$ cat config.mk
export PLATFORM = sky130hd
export DESIGN_NAME = dz_rx_scanner
export DESIGN_NICKNAME = d
export VERILOG_FILES = /design/src/rtl/dz_pkg.sv /design/src/rtl/dz_rx_timer.sv /design/src/rtl/dz_rx_scanner.sv
export SDC_FILE = /design/constraint.sdc
export NUM_CORES = 1
export LEC_CHECK = 0
export ABC_CLOCK_PERIOD_IN_PS = 2950
export BUFFER_PORTS_ARGS = -buffer_cell sky130_fd_sc_hd__buf_2
export CELL_PAD_IN_SITES_DETAIL_PLACEMENT = 0
export CELL_PAD_IN_SITES_GLOBAL_PLACEMENT = 1
export CORE_MARGIN = 4
export CORE_UTILIZATION = 33
export DETAILED_ROUTE_END_ITERATION = 10
export PLACE_DENSITY = 0.88
export SETUP_SLACK_MARGIN = 0.2
export SLEW_MARGIN = 10
export SYNTH_ARGS = -nofsm -noshare
export SYNTH_HDL_FRONTEND = slang
export SYNTH_HIERARCHICAL = 1
export SYNTH_SLANG_ARGS = --single-unit
export TNS_END_PERCENT = 50
$ cat constraint.sdc
create_clock -name clk -period 2.95 [get_ports clk]
set_input_delay 0.295 -clock clk [delete_from_list [all_inputs] [get_ports clk]]
set_output_delay 0.295 -clock clk [all_outputs]
set_load 0.01 [all_outputs]
$ cat src/rtl/dz_pkg.sv
// Shared constants, SILO word layout and scanner state encoding for the DZ-11 receive path.
package dz_pkg;

  localparam int NLINES      = 8;
  localparam int SILO_DEPTH  = 64;
  localparam int ALARM_LEVEL = 16;

  localparam int OERR     = 13;
  localparam int FERR     = 12;
  localparam int PERR     = 11;
  localparam int LINE_MSB = 10;
  localparam int LINE_LSB = 8;
  localparam int CHAR_MSB = 7;
  localparam int CHAR_LSB = 0;

  typedef enum logic [1:0] {
    IDLE  = 2'd0,
    SCAN  = 2'd1,
    ACK   = 2'd2,
    WRITE = 2'd3
  } state_t;

  function automatic logic [13:0] make_word(input logic oerr, input logic ferr,
                                            input logic perr, input logic [2:0] line,
                                            input logic [7:0] ch);
    logic [13:0] w;
    w                    = '0;
    w[OERR]              = oerr;
    w[FERR]              = ferr;
    w[PERR]              = perr;
    w[LINE_MSB:LINE_LSB] = line;
    w[CHAR_MSB:CHAR_LSB] = ch;
    return w;
  endfunction

endpackage

$ cat src/rtl/dz_rx_timer.sv
// SILO inactivity timer: raises a sticky tmo after TIMEOUT clken cycles with a partly
// filled SILO and no pushes or pops. Only instantiated when DZ_RXTIMER_EN is defined.
module dz_rx_timer #(
  parameter int TIMEOUT     = 4095,
  parameter int ALARM_LEVEL = dz_pkg::ALARM_LEVEL
) (
  input  logic       clk,
  input  logic       rst,
  input  logic       clken,
  input  logic       sae,
  input  logic [5:0] count,
  input  logic       wr_exit,
  input  logic       rd_done,
  output logic       tmo
);
  import dz_pkg::*;

  localparam logic [11:0] LIMIT     = 12'(TIMEOUT);
  localparam logic [5:0]  ALARM_CNT = 6'(ALARM_LEVEL);

  logic [11:0] timer;
  logic        clear;
  logic        inc;

  assign clear = wr_exit | rd_done | (count == 6'd0);
  assign inc   = clken & sae & ~clear & (count < ALARM_CNT) & (timer != LIMIT);

  always_ff @(posedge clk) begin
    if (rst) begin
      timer <= '0;
      tmo   <= 1'b0;
    end else begin
      if (clear)    timer <= '0;
      else if (inc) timer <= timer + 12'd1;
      // tmo sets on the same edge the timer reaches the limit
      if (rd_done)                           tmo <= 1'b0;
      else if (inc && timer == LIMIT - 12'd1) tmo <= 1'b1;
    end
  end

endmodule

$ cat src/rtl/dz_rx_scanner.sv
// DZ-11 receive scanner: round-robin UART scan into the 64-entry SILO, mirror occupancy
// count and receive interrupt. Optional inactivity timer interrupt under DZ_RXTIMER_EN.
module dz_rx_scanner #(
  parameter int ALARM_LEVEL = dz_pkg::ALARM_LEVEL,
  parameter int TIMEOUT     = 4095
) (
  input  logic                         clk,
  input  logic                         rst,
  input  logic                         clken,
  input  logic                         clr,
  input  logic                         mse,
  input  logic                         sae,
  input  logic                         rie,
  input  logic [dz_pkg::NLINES-1:0]    uart_rfull,
  input  logic [8*dz_pkg::NLINES-1:0]  uart_rdata,
  input  logic [dz_pkg::NLINES-1:0]    uart_perr,
  input  logic [dz_pkg::NLINES-1:0]    uart_ferr,
  output logic [dz_pkg::NLINES-1:0]    uart_rack,
  output logic [13:0]                  fifo_din,
  output logic                         fifo_wr,
  output logic                         fifo_rd,
  input  logic                         fifo_empty,
  input  logic                         rbuf_rd,
  output logic [5:0]                   count,
  output logic                         rx_irq
);
  import dz_pkg::*;

  localparam logic [5:0] COUNT_MAX = 6'(SILO_DEPTH - 1);
  localparam logic [5:0] ALARM_CNT = 6'(ALARM_LEVEL);

  state_t            state;
  logic [2:0]        ptr;
  logic [NLINES-1:0] ovr;
  logic              last_rbuf_rd;
  logic              srst;
  logic              wr_exit;
  logic              rd_done;
  logic              silo_full;
  logic              irq_next;

  // Handshakes: uart_rack is a one-clk strobe on the clken cycle that leaves ACK;
  // fifo_wr is a level for the whole WRITE state and the SILO samples it only with
  // clken, so each word is pushed exactly once.
  assign srst      = rst | clr;
  assign fifo_wr   = (state == WRITE);
  assign fifo_rd   = rbuf_rd;
  assign wr_exit   = clken & fifo_wr;
  assign rd_done   = clken & last_rbuf_rd & ~rbuf_rd & (count != 6'd0);
  assign silo_full = (count == COUNT_MAX) | ((count == COUNT_MAX - 6'd1) & fifo_wr);
  assign uart_rack = (state == ACK && clken && !srst) ? (NLINES'(1) << ptr) : '0;

  always_ff @(posedge clk) begin
    if (srst) begin
      state    <= IDLE;
      ptr      <= '0;
      ovr      <= '0;
      fifo_din <= '0;
    end else if (clken) begin
      case (state)
        IDLE: if (mse) state <= SCAN;
        SCAN: begin
          if (!mse)                 state <= IDLE;
          else if (uart_rfull[ptr]) state <= ACK;
          else                      ptr   <= ptr + 3'd1;
        end
        ACK: begin
          fifo_din <= make_word(ovr[ptr], uart_ferr[ptr], uart_perr[ptr], ptr,
                                uart_rdata[{ptr, 3'b000} +: 8]);
          // no room: the acknowledged char is dropped and the line remembers it
          if (silo_full) begin
            ovr[ptr] <= 1'b1;
            ptr      <= ptr + 3'd1;
            state    <= SCAN;
          end else begin
            state    <= WRITE;
          end
        end
        WRITE: begin
          ovr[ptr] <= 1'b0;
          ptr      <= ptr + 3'd1;
          state    <= SCAN;
        end
        default: state <= IDLE;
      endcase
    end
  end

  always_ff @(posedge clk) begin
    last_rbuf_rd <= rbuf_rd;
  end

  always_ff @(posedge clk) begin
    if (srst) begin
      count <= '0;
    end else if (wr_exit && !rd_done) begin
      if (count != COUNT_MAX) count <= count + 6'd1;
    end else if (rd_done && !wr_exit) begin
      count <= count - 6'd1;
    end
  end

`ifdef DZ_RXTIMER_EN
  logic tmo;

  dz_rx_timer #(
    .TIMEOUT     (TIMEOUT),
    .ALARM_LEVEL (ALARM_LEVEL)
  ) u_timer (
    .clk     (clk),
    .rst     (srst),
    .clken   (clken),
    .sae     (sae),
    .count   (count),
    .wr_exit (wr_exit),
    .rd_done (rd_done),
    .tmo     (tmo)
  );

  assign irq_next = rie & ((sae ? (count >= ALARM_CNT) : ~fifo_empty) | tmo);
`else
  assign irq_next = rie & (sae ? (count >= ALARM_CNT) : ~fifo_empty);
`endif

  always_ff @(posedge clk) begin
    if (srst) rx_irq <= 1'b0;
    else      rx_irq <= irq_next;
  end

endmodule
==> After elaboration in Yosys (flattened, before gate mapping) <==
Cells that the tools add are included.
{ "totals": {"regBits": 35} }
{ "classes": {"addsub": 3, "n_lt_le_gt_ge": 3, "n_eq_ne": 12, "shift": 2, "mux": 26, "bitwise": 13, "n_reduce_logical": 18} }
{ "op_table": {"columns": ["operator", "n"], "rows": [
  ["$shiftx A64 B7 Y8", 1],
  ["$mux W6", 3],
  ["$mux W8", 2],
  ["$pmux W8 S2", 1],
  ["$bmux W1 S3", 4],
  ["$eq A6 B6 Y1 const B", 2],
  ["$mux W3", 3],
  ["$pmux W3 S3", 1],
  ["$and A8 B8 Y8", 1],
  ["$mux W2", 4],
  ["$ne A2 B2 Y1 const B", 4],
  ["$not A8 Y8", 1],
  ["$or A8 B8 Y8", 1],
  ["$pmux W2 S4", 1],
  ["$shl A1 B3 Y8 const A", 1],
  ["$add A6 B1 Y6 const B", 1],
  ["$and A1 B1 Y1", 6],
  ["$ge A6 B5 Y1 const B", 1],
  ["$mux W1", 6],
  ["$ne A6 B6 Y1 const B", 1],
  ["$reduce_and A3 Y1", 2],
  ["$reduce_bool A6 Y1", 1],
  ["$sub A6 B1 Y6 const B", 1],
  ["$logic_and A1 B1 Y1", 5],
  ["16 further kinds", 23]
]} }

==> Logic depth before layout (Yosys ltp) <==
Gate-level depths: netlist of the first run.
{ "depth": {"word_depth": 7, "mapped_depth": 10, "depth_no_buf": 9} }

==> Least setup slack after synthesis of the first run <==
Ideal clock, no wire load.
{ "synth_timing": {"path_kind": "flip-flop to flip-flop", "from": "register count[0]", "to": "register count[5]", "t_arrival_ps": 2641, "required_time_ps": 2878, "setup_slack_ps": 237, "path_stages_with_launch": 11, "n_path_buf": 1, "path_cell_list": "dfxtp_1 > buf_6 > or4_4 > o21ai_2 > nand3_1 > ha_1 > a211oi_1 > o21bai_1 > a21oi_1 > mux2i_1 > mux2i_1"} }
{ "synth_between": {"elab_chain_cells": 6} }
{ "synth_rtl": {"columns": ["item", "line_no", "rtl"], "rows": [
  ["from (decl)", "dz_rx_scanner.sv:24", "output logic [5:0] count,"],
  ["from (signal assigned)", "dz_rx_scanner.sv:97", "if (count != COUNT_MAX) count <= count + 6'd1;"],
  ["from (signal assigned)", "dz_rx_scanner.sv:99", "count <= count - 6'd1;"],
  ["branches (longest 6 deep; another with $sub A6 B1 Y6)", null, null]
]} }
Parallel ways; which one is timed is not known. The select of a mux whose other input is x is not followed.
A chain may end at the register's enable or synchronous reset.

==> Worst setup path after layout of the first run <==
{ "layout_timing": {"from": "register count[1]", "to": "register count[5]"} }
The elaborated chain is that of the path after synthesis.

==> impl_metrics.tcl, run 1 <==
set metrics [dict create \
    status "completed" \
    p_per_area_nw_per_um2 273.9 \
    synthDominantCellAreaShare_pct 25.82 \
    cp_cell_sequence "or4_4, o21ai_4, nand3_4, ha_4, a211oi_1, o21bai_1, a21oi_1, mux2i_1, mux2i_1" \
    clock-root-buffer "clkbuf_8" \
    skew_ns 0.004000 \
    initial_utilization_pct 34.58 \
    cts_max_level 2 \
    timing.final.crit_period_ns 2.547 \
    cts.sinks 35 \
    cts_made_buffers 5 \
    syn_inst 320 \
    viasPerCell 5.393 \
    syn_to_final_growth_pct 29.88 \
    final_util_pct 44.91 \
    ir_worst_vdd_v 0.0001186 \
    fin_nets 551 \
    yosysMostFrequentCell "nand2_1" \
    synthTopCellsByArea "dfxtp_1, mux2i_1, ha_1" \
    grt_use_total_pct 17.22 \
    cts_hold_buf 0 \
    place_congestion 0.8878 \
    grt_overflow_total 0 \
    clk_pin_slew_ns 0.07 \
    cpMostUsedCell "mux2i_1" \
    core_um2 7848 \
    slowest_delay_ns 0.56 \
    fill_cells 795 \
    routed_wl_um 8772 \
    cts_buffer_depth 2 \
    r2r-end "count[5]" \
    max-cap-violations 0 \
    final_antenna_net_count 0 \
    antenna_found_initial 0 \
    synth_cell_type_count 57 \
    path_class "flip-flop to flip-flop" \
    finalCritPeriodShare_pct 86.35 \
    regToRegSetupSlack_ns 0.40 \
    synthFlopType "dfxtp_1" \
    worstSetupStartpointType "flip-flop" \
    cts_tree "built" \
    cp-end-kind "flip-flop" \
    whs_path_depth 1 \
    vias 2912 \
    post_drt_wl_per_cell_um 16.24 \
    power_uw 965.4 \
    drtPass1Iterations 4 \
    drt_first_iter_violations 110 \
    whs_ns 0.1418 \
    synth_edf_count 0 \
    ff2ff_path_depth 9 \
    synth_top_area_cell "dfxtp_1" \
    antennaDiodeCount 0 \
    setup_viol 0 \
    r2r-start "count[1]" \
    grt_first_pass_wirelength_um 13860 \
    min_from "rbuf_rd" \
    hp-class "primary input to flip-flop" \
    tightestPinTransition_ns 0.5508 \
    drv_slew 0 \
    ioPinCount 128 \
    max_freq_mhz 392.6 \
    drive_above_1_share_pct 39.27 \
    seq_area_um2 703.2 \
    grt_start_max_net_pins 40 \
    synth_seq_cells 35 \
    hold_viol 0 \
    die_w_um 98.69 \
    ys_warn_count 6 \
    netlist_area_um2 2714 \
    port_buffers 127 \
    grt_pass1_vias 2837 \
    slew_headroom_pct 63.24 \
    worst-endpoint-arrival_ns 2.77 \
    seq_area_frac_synth_pct 25.82 \
    required_ns 3.17 \
    fp.dieH_um 98.69 \
    path_delay_family "compound AO/OA/AOI/OAI gates" \
    ys_top_cells_by_count "nand2_1, dfxtp_1, mux2i_1" \
    cpMaxStageDelayCell "or4_4" \
    rsz0062_at_grt "no" \
    synth_nets 433 \
    dieArea_um2 9739 \
    path_max_fanout 8 \
    worstHoldEndpoint "last_rbuf_rd" \
    rows 32 \
    tns_ns 0 \
    path_buf_inv 0 \
    multi_input_comb_area_um2 1884 \
    hpwl_um 6633 \
    clock_latency_ns 0.29 \
    syn_avg_cell_area_um2 8.481 \
    async_flop_share_pct 0 \
    leakagePower_uw 0.001609 \
    drc 0 \
]
[worst register-to-register path, delay by kind of cell (launching register included)]
kind                     cells  cell delay [ns]
AO/OA/AOI/OAI                4             0.72
adder cells (fa/ha/maj)      1             0.26
flip-flops                   1             0.39
multiplexers                 2             0.42
AND/OR/NAND/NOR              2             0.72
[worst max path at each step]
stage | start | to | cells past startpoint
detailed placement | count[1] | count[5] | 9
global placement | count[1] | count[5] | 9
CTS | count[1] | count[5] | 9
floorplan | count[0] | count[5] | 10
finish | count[1] | count[5] | 9
global route | count[1] | count[5] | 9
[per-stage QoR]
| step | worst slack (ns) | std cells | cell area [um^2] |
|---|---|---|---|
| floorplan | 0.2370 | 320 | 2714 |
| global placement | 0.2692 | 532 | 3383 |
| detailed placement | 0.1831 | 532 | 3383 |
| CTS | 0.2249 | 539 | 3476 |
| global route | 0.2051 | 540 | 3525 |
| finish | 0.4026 | 540 | 3525 |
[per-layer routing]
layer  vias up  global-route usage (%)  part of all wire (%)
met5         -                       0                     0
met4         0                   3.361                   1.1
met3         7                   3.255                   7.0
met1      1373                   21.27                    43
li1       1416                       -                     -
met2       116                   31.20                    48
[cells in the final DEF (no fill, tap or decap), types with 2 or more instances in the layout]
master,instances
a211oi_1,2
a21o_1,2
a21o_2,2
a21oi_1,19
a221o_1,6
a22o_1,3
a22oi_1,8
a31oi_1,5
and2_1,6
and3_1,6
buf_2,127
buf_4,8
clkbuf_8,6
dfxtp_1,33
dfxtp_2,2
ha_1,13
ha_4,2
inv_1,6
mux2_2,11
mux2i_1,29
mux4_2,4
nand2_1,39
nand3_1,6
nand4_1,3
nor2_1,18
nor2b_1,3
nor3_1,4
o211ai_1,4
o21ai_0,22
o22ai_1,4
o2bb2ai_1,2
o31ai_1,2
or2_2,2
or3_1,3
xnor2_1,2
xor2_1,2
[area by class of cell]
cell class | instances | area share [%]
Clock inverter | 1 | 0.1420
Timing Repair Buffer | 135 | 19.74
Sequential cell | 35 | 19.95
Multi-Input combinational cell | 254 | 53.46
Inverter | 7 | 0.7455
Clock buffer | 6 | 2.343
Tap cell | 102 | 3.621
[power breakdown]
part           internal (uW)  total, uW  switching [uW]
Clock                    183        362             179
Combinational           72.6        128            55.6
Sequential               474        475            1.06
[logic make-up (layout without fill, tap and decap cells)]
group           Yosys count  count (layout)  synth area share [%]
simple gates             97              97                 16.97
compound gates           93              93                 23.28
mux                      44              44                 18.58
flops                    35              35                 25.82
buf+inv                  31             149                 6.408
fa+ha+maj                16              16                 7.653
xor+xnor                  4               4                 1.291
[what timing repair did]
item                       in CTS  in global routing
pin swaps                       0                  1
gates resized for setup         1                  5
setup endpoints to repair       1                  1
buffers inserted                0                  1
(Power assumes the default switching activity.)
==> inputs of run 2 (changes only) <==
--- a/config.mk
+++ b/config.mk
@@ -10,9 +10,10 @@
 export CELL_PAD_IN_SITES_DETAIL_PLACEMENT = 0
 export CELL_PAD_IN_SITES_GLOBAL_PLACEMENT = 1
 export CORE_MARGIN = 4
-export CORE_UTILIZATION = 33
+export CORE_UTILIZATION = 34
+export CTS_BUF_LIST = sky130_fd_sc_hd__clkbuf_2 sky130_fd_sc_hd__clkbuf_4 sky130_fd_sc_hd__clkbuf_8
 export DETAILED_ROUTE_END_ITERATION = 10
-export PLACE_DENSITY = 0.88
+export PLACE_DENSITY = 0.9
 export SETUP_SLACK_MARGIN = 0.2
 export SLEW_MARGIN = 10
 export SYNTH_ARGS = -nofsm -noshare
==> run 2 against run 1 <==
Fmax is 2.5% lower. Flip-flop and latch count is the same. Register-to-register slack worse by 0.06 ns. Non-clock buffer count grew 1. Die area fell by 2.7%. Sequential power hardly changed. Clock power barely moved. Final area down 0.32%. First-iteration DRC count up 16%. Critical endpoint unchanged. Highest routed layer unchanged.
==> impl_metrics.tcl, run 2 (same netlist as run 1, synthesis figures left out) <==
set metrics [dict create \
    port_buffers 127 \
    drv_slew 0 \
    tns_ns 0 \
    tightestPinTransition_ns 0.6529 \
    drc 0 \
    ioPinCount 128 \
    p_comb_share_pct 13.1 \
    hp-class "primary input to flip-flop" \
    max-cap-violations 0 \
    fin_ws_ns 0.3376 \
    initial_utilization_pct 35.12 \
    max_freq_mhz 382.8 \
    drive_above_1_share_pct 39.32 \
    final_util_pct 45.47 \
    drt_first_iter_violations 128 \
    pwr-share-clk_pct 37.8 \
    required_ns 3.18 \
    post_drt_wl_per_cell_um 15.60 \
    final_common_cell "buf_2" \
    whs_path_depth 1 \
    cp_num_cells 9 \
    path_delay_family "compound AO/OA/AOI/OAI gates" \
    worstSetupStartpointType "flip-flop" \
    antenna_found_initial 0 \
    fin_nets 552 \
    power_uw 966.5 \
    cpMaxStageDelayCell "or4_4" \
    cpMostUsedCell "mux2i_1" \
    cts_made_buffers 5 \
    ir_worst_vdd_v 0.0001301 \
    drtPass1Iterations 4 \
    finalCritPeriodShare_pct 88.56 \
    cts_buffer_depth 2 \
    antennaDiodeCount 0 \
    status "completed" \
    p_per_area_nw_per_um2 275.1 \
    grt_first_pass_wirelength_um 13290 \
    routed_wl_um 8457 \
    worst-endpoint-arrival_ns 2.84 \
    clock-root-buffer "clkbuf_8" \
    power_frac_seq_pct 49.1 \
    rsz0062_at_grt "no" \
    mostFrequentLayoutCells "buf_2, nand2_1, dfxtp_1, mux2i_1, o21ai_0" \
    fin_area_um2 3513 \
    grt_start_max_net_pins 37 \
    cts.sinks 35 \
    cts_tree "built" \
    place_area_um2 3391 \
    ff2ff_path_depth 9 \
    cp-end-kind "flip-flop" \
    switching_power_uw 235.6 \
    sw_frac_of_total_pct 24.38 \
    dp_slack_ns 0.1888 \
    cts_max_level 2 \
    rows 32 \
    leakagePower_uw 0.001616 \
    syn_to_final_growth_pct 29.46 \
    dieArea_um2 9475 \
    grt_pass1_vias 2656 \
    path_class "flip-flop to flip-flop" \
    place_congestion 0.8498 \
    cp_cell_sequence "or4_4, o21ai_4, nand3_4, ha_1, a211oi_2, o21bai_1, a21oi_1, mux2i_1, mux2i_1" \
    hold_viol 0 \
    grt_use_total_pct 16.99 \
    fp.dieH_um 97.34 \
    hpwl_um 6359 \
    vias 2851 \
    path_buf_inv 0 \
    path_max_fanout 8 \
    grt_overflow_total 0 \
    timing.final.crit_period_ns 2.612 \
    setup_viol 0 \
    slowest_delay_ns 0.56 \
    cts_hold_buf 0 \
    internal-power_uw 730.8 \
    core_um2 7727 \
    clock_latency_ns 0.29 \
    clk_pin_slew_ns 0.08 \
    skew_ns 0.009235 \
    final_antenna_net_count 0 \
    die_w_um 97.34 \
    slew_headroom_pct 56.31 \
    viasPerCell 5.260 \
]
==> run 2: cell types whose count changed in the layout (fill, tap and decap cells not counted) <==
| cell | previous run | this run |
|---|---|---|
| a211oi_1 | 2 | 1 |
| a211oi_2 | 0 | 1 |
| buf_4 | 8 | 9 |
| clkbuf_4 | 0 | 2 |
| clkbuf_8 | 6 | 5 |
| ha_1 | 13 | 15 |
| ha_4 | 2 | 0 |
==> run 2: through the flow <==
| stage | cells | hold WS, ns |
|---|---|---|
| after CTS | 541 | 0.1320 |
| after global routing | 542 | 0.1339 |
| after global placement | 533 | 0.4372 |
| after detailed placement | 533 | 0.4412 |
| after floorplan | 320 | 0.3227 |
| final | 542 | 0.1430 |
==> run 2: area by class of cell <==
| type | count | area [um^2] |
|---|---|---|
| Multi-Input combinational cell | 254 | 1864 |
| Clock buffer | 7 | 83.83 |
| Tap cell | 102 | 127.6 |
| Fill cell | 760 | 4214 |
| Inverter | 7 | 26.28 |
| Sequential cell | 35 | 703.2 |
| Timing Repair Buffer | 136 | 703.2 |
| Clock inverter | 1 | 5.005 |
==> run 2: worst paths after layout <==
| path | startpoint | endpoint | slack (ns) |
|---|---|---|---|
| min reg2reg | fifo_din[10] | fifo_din[10] | 0.46 |
| max reg2reg | count[1] | count[5] | 0.34 |
| min | rbuf_rd | last_rbuf_rd | 0.14 |
| max | count[1] | count[5] | 0.34 |
==> run 2: power groups by stage <==
| stage | clock, uW | sequential, uW | combinational, uW |
|---|---|---|---|
| floorplan | 0 | 486 | 55.0 |
| global placement | 0 | 486 | 123 |
| detailed placement | 0 | 486 | 126 |
| CTS | 372 | 475 | 127 |
| global route | 401 | 475 | 141 |
| finish | 365 | 475 | 127 |
==> run 2: timing repair <==
action                                  in CTS  in global routing
endpoints found under the setup margin       1                  1
setup buffers                                0                  1
hold endpoints to repair                     0                  0
cloned                                       0                  0
pin swaps                                    0                  1
resized for setup                            1                  4
==> run 2: routing by layer <==
layer  vias to the layer above  share of wire [%]  GRT usage (%)
met5                         -                  0              0
met3                         7                6.9          4.523
met4                         0               0.92          4.153
met1                      1339                 44          21.39
met2                        91                 48          28.93
li1                       1414                  -              -
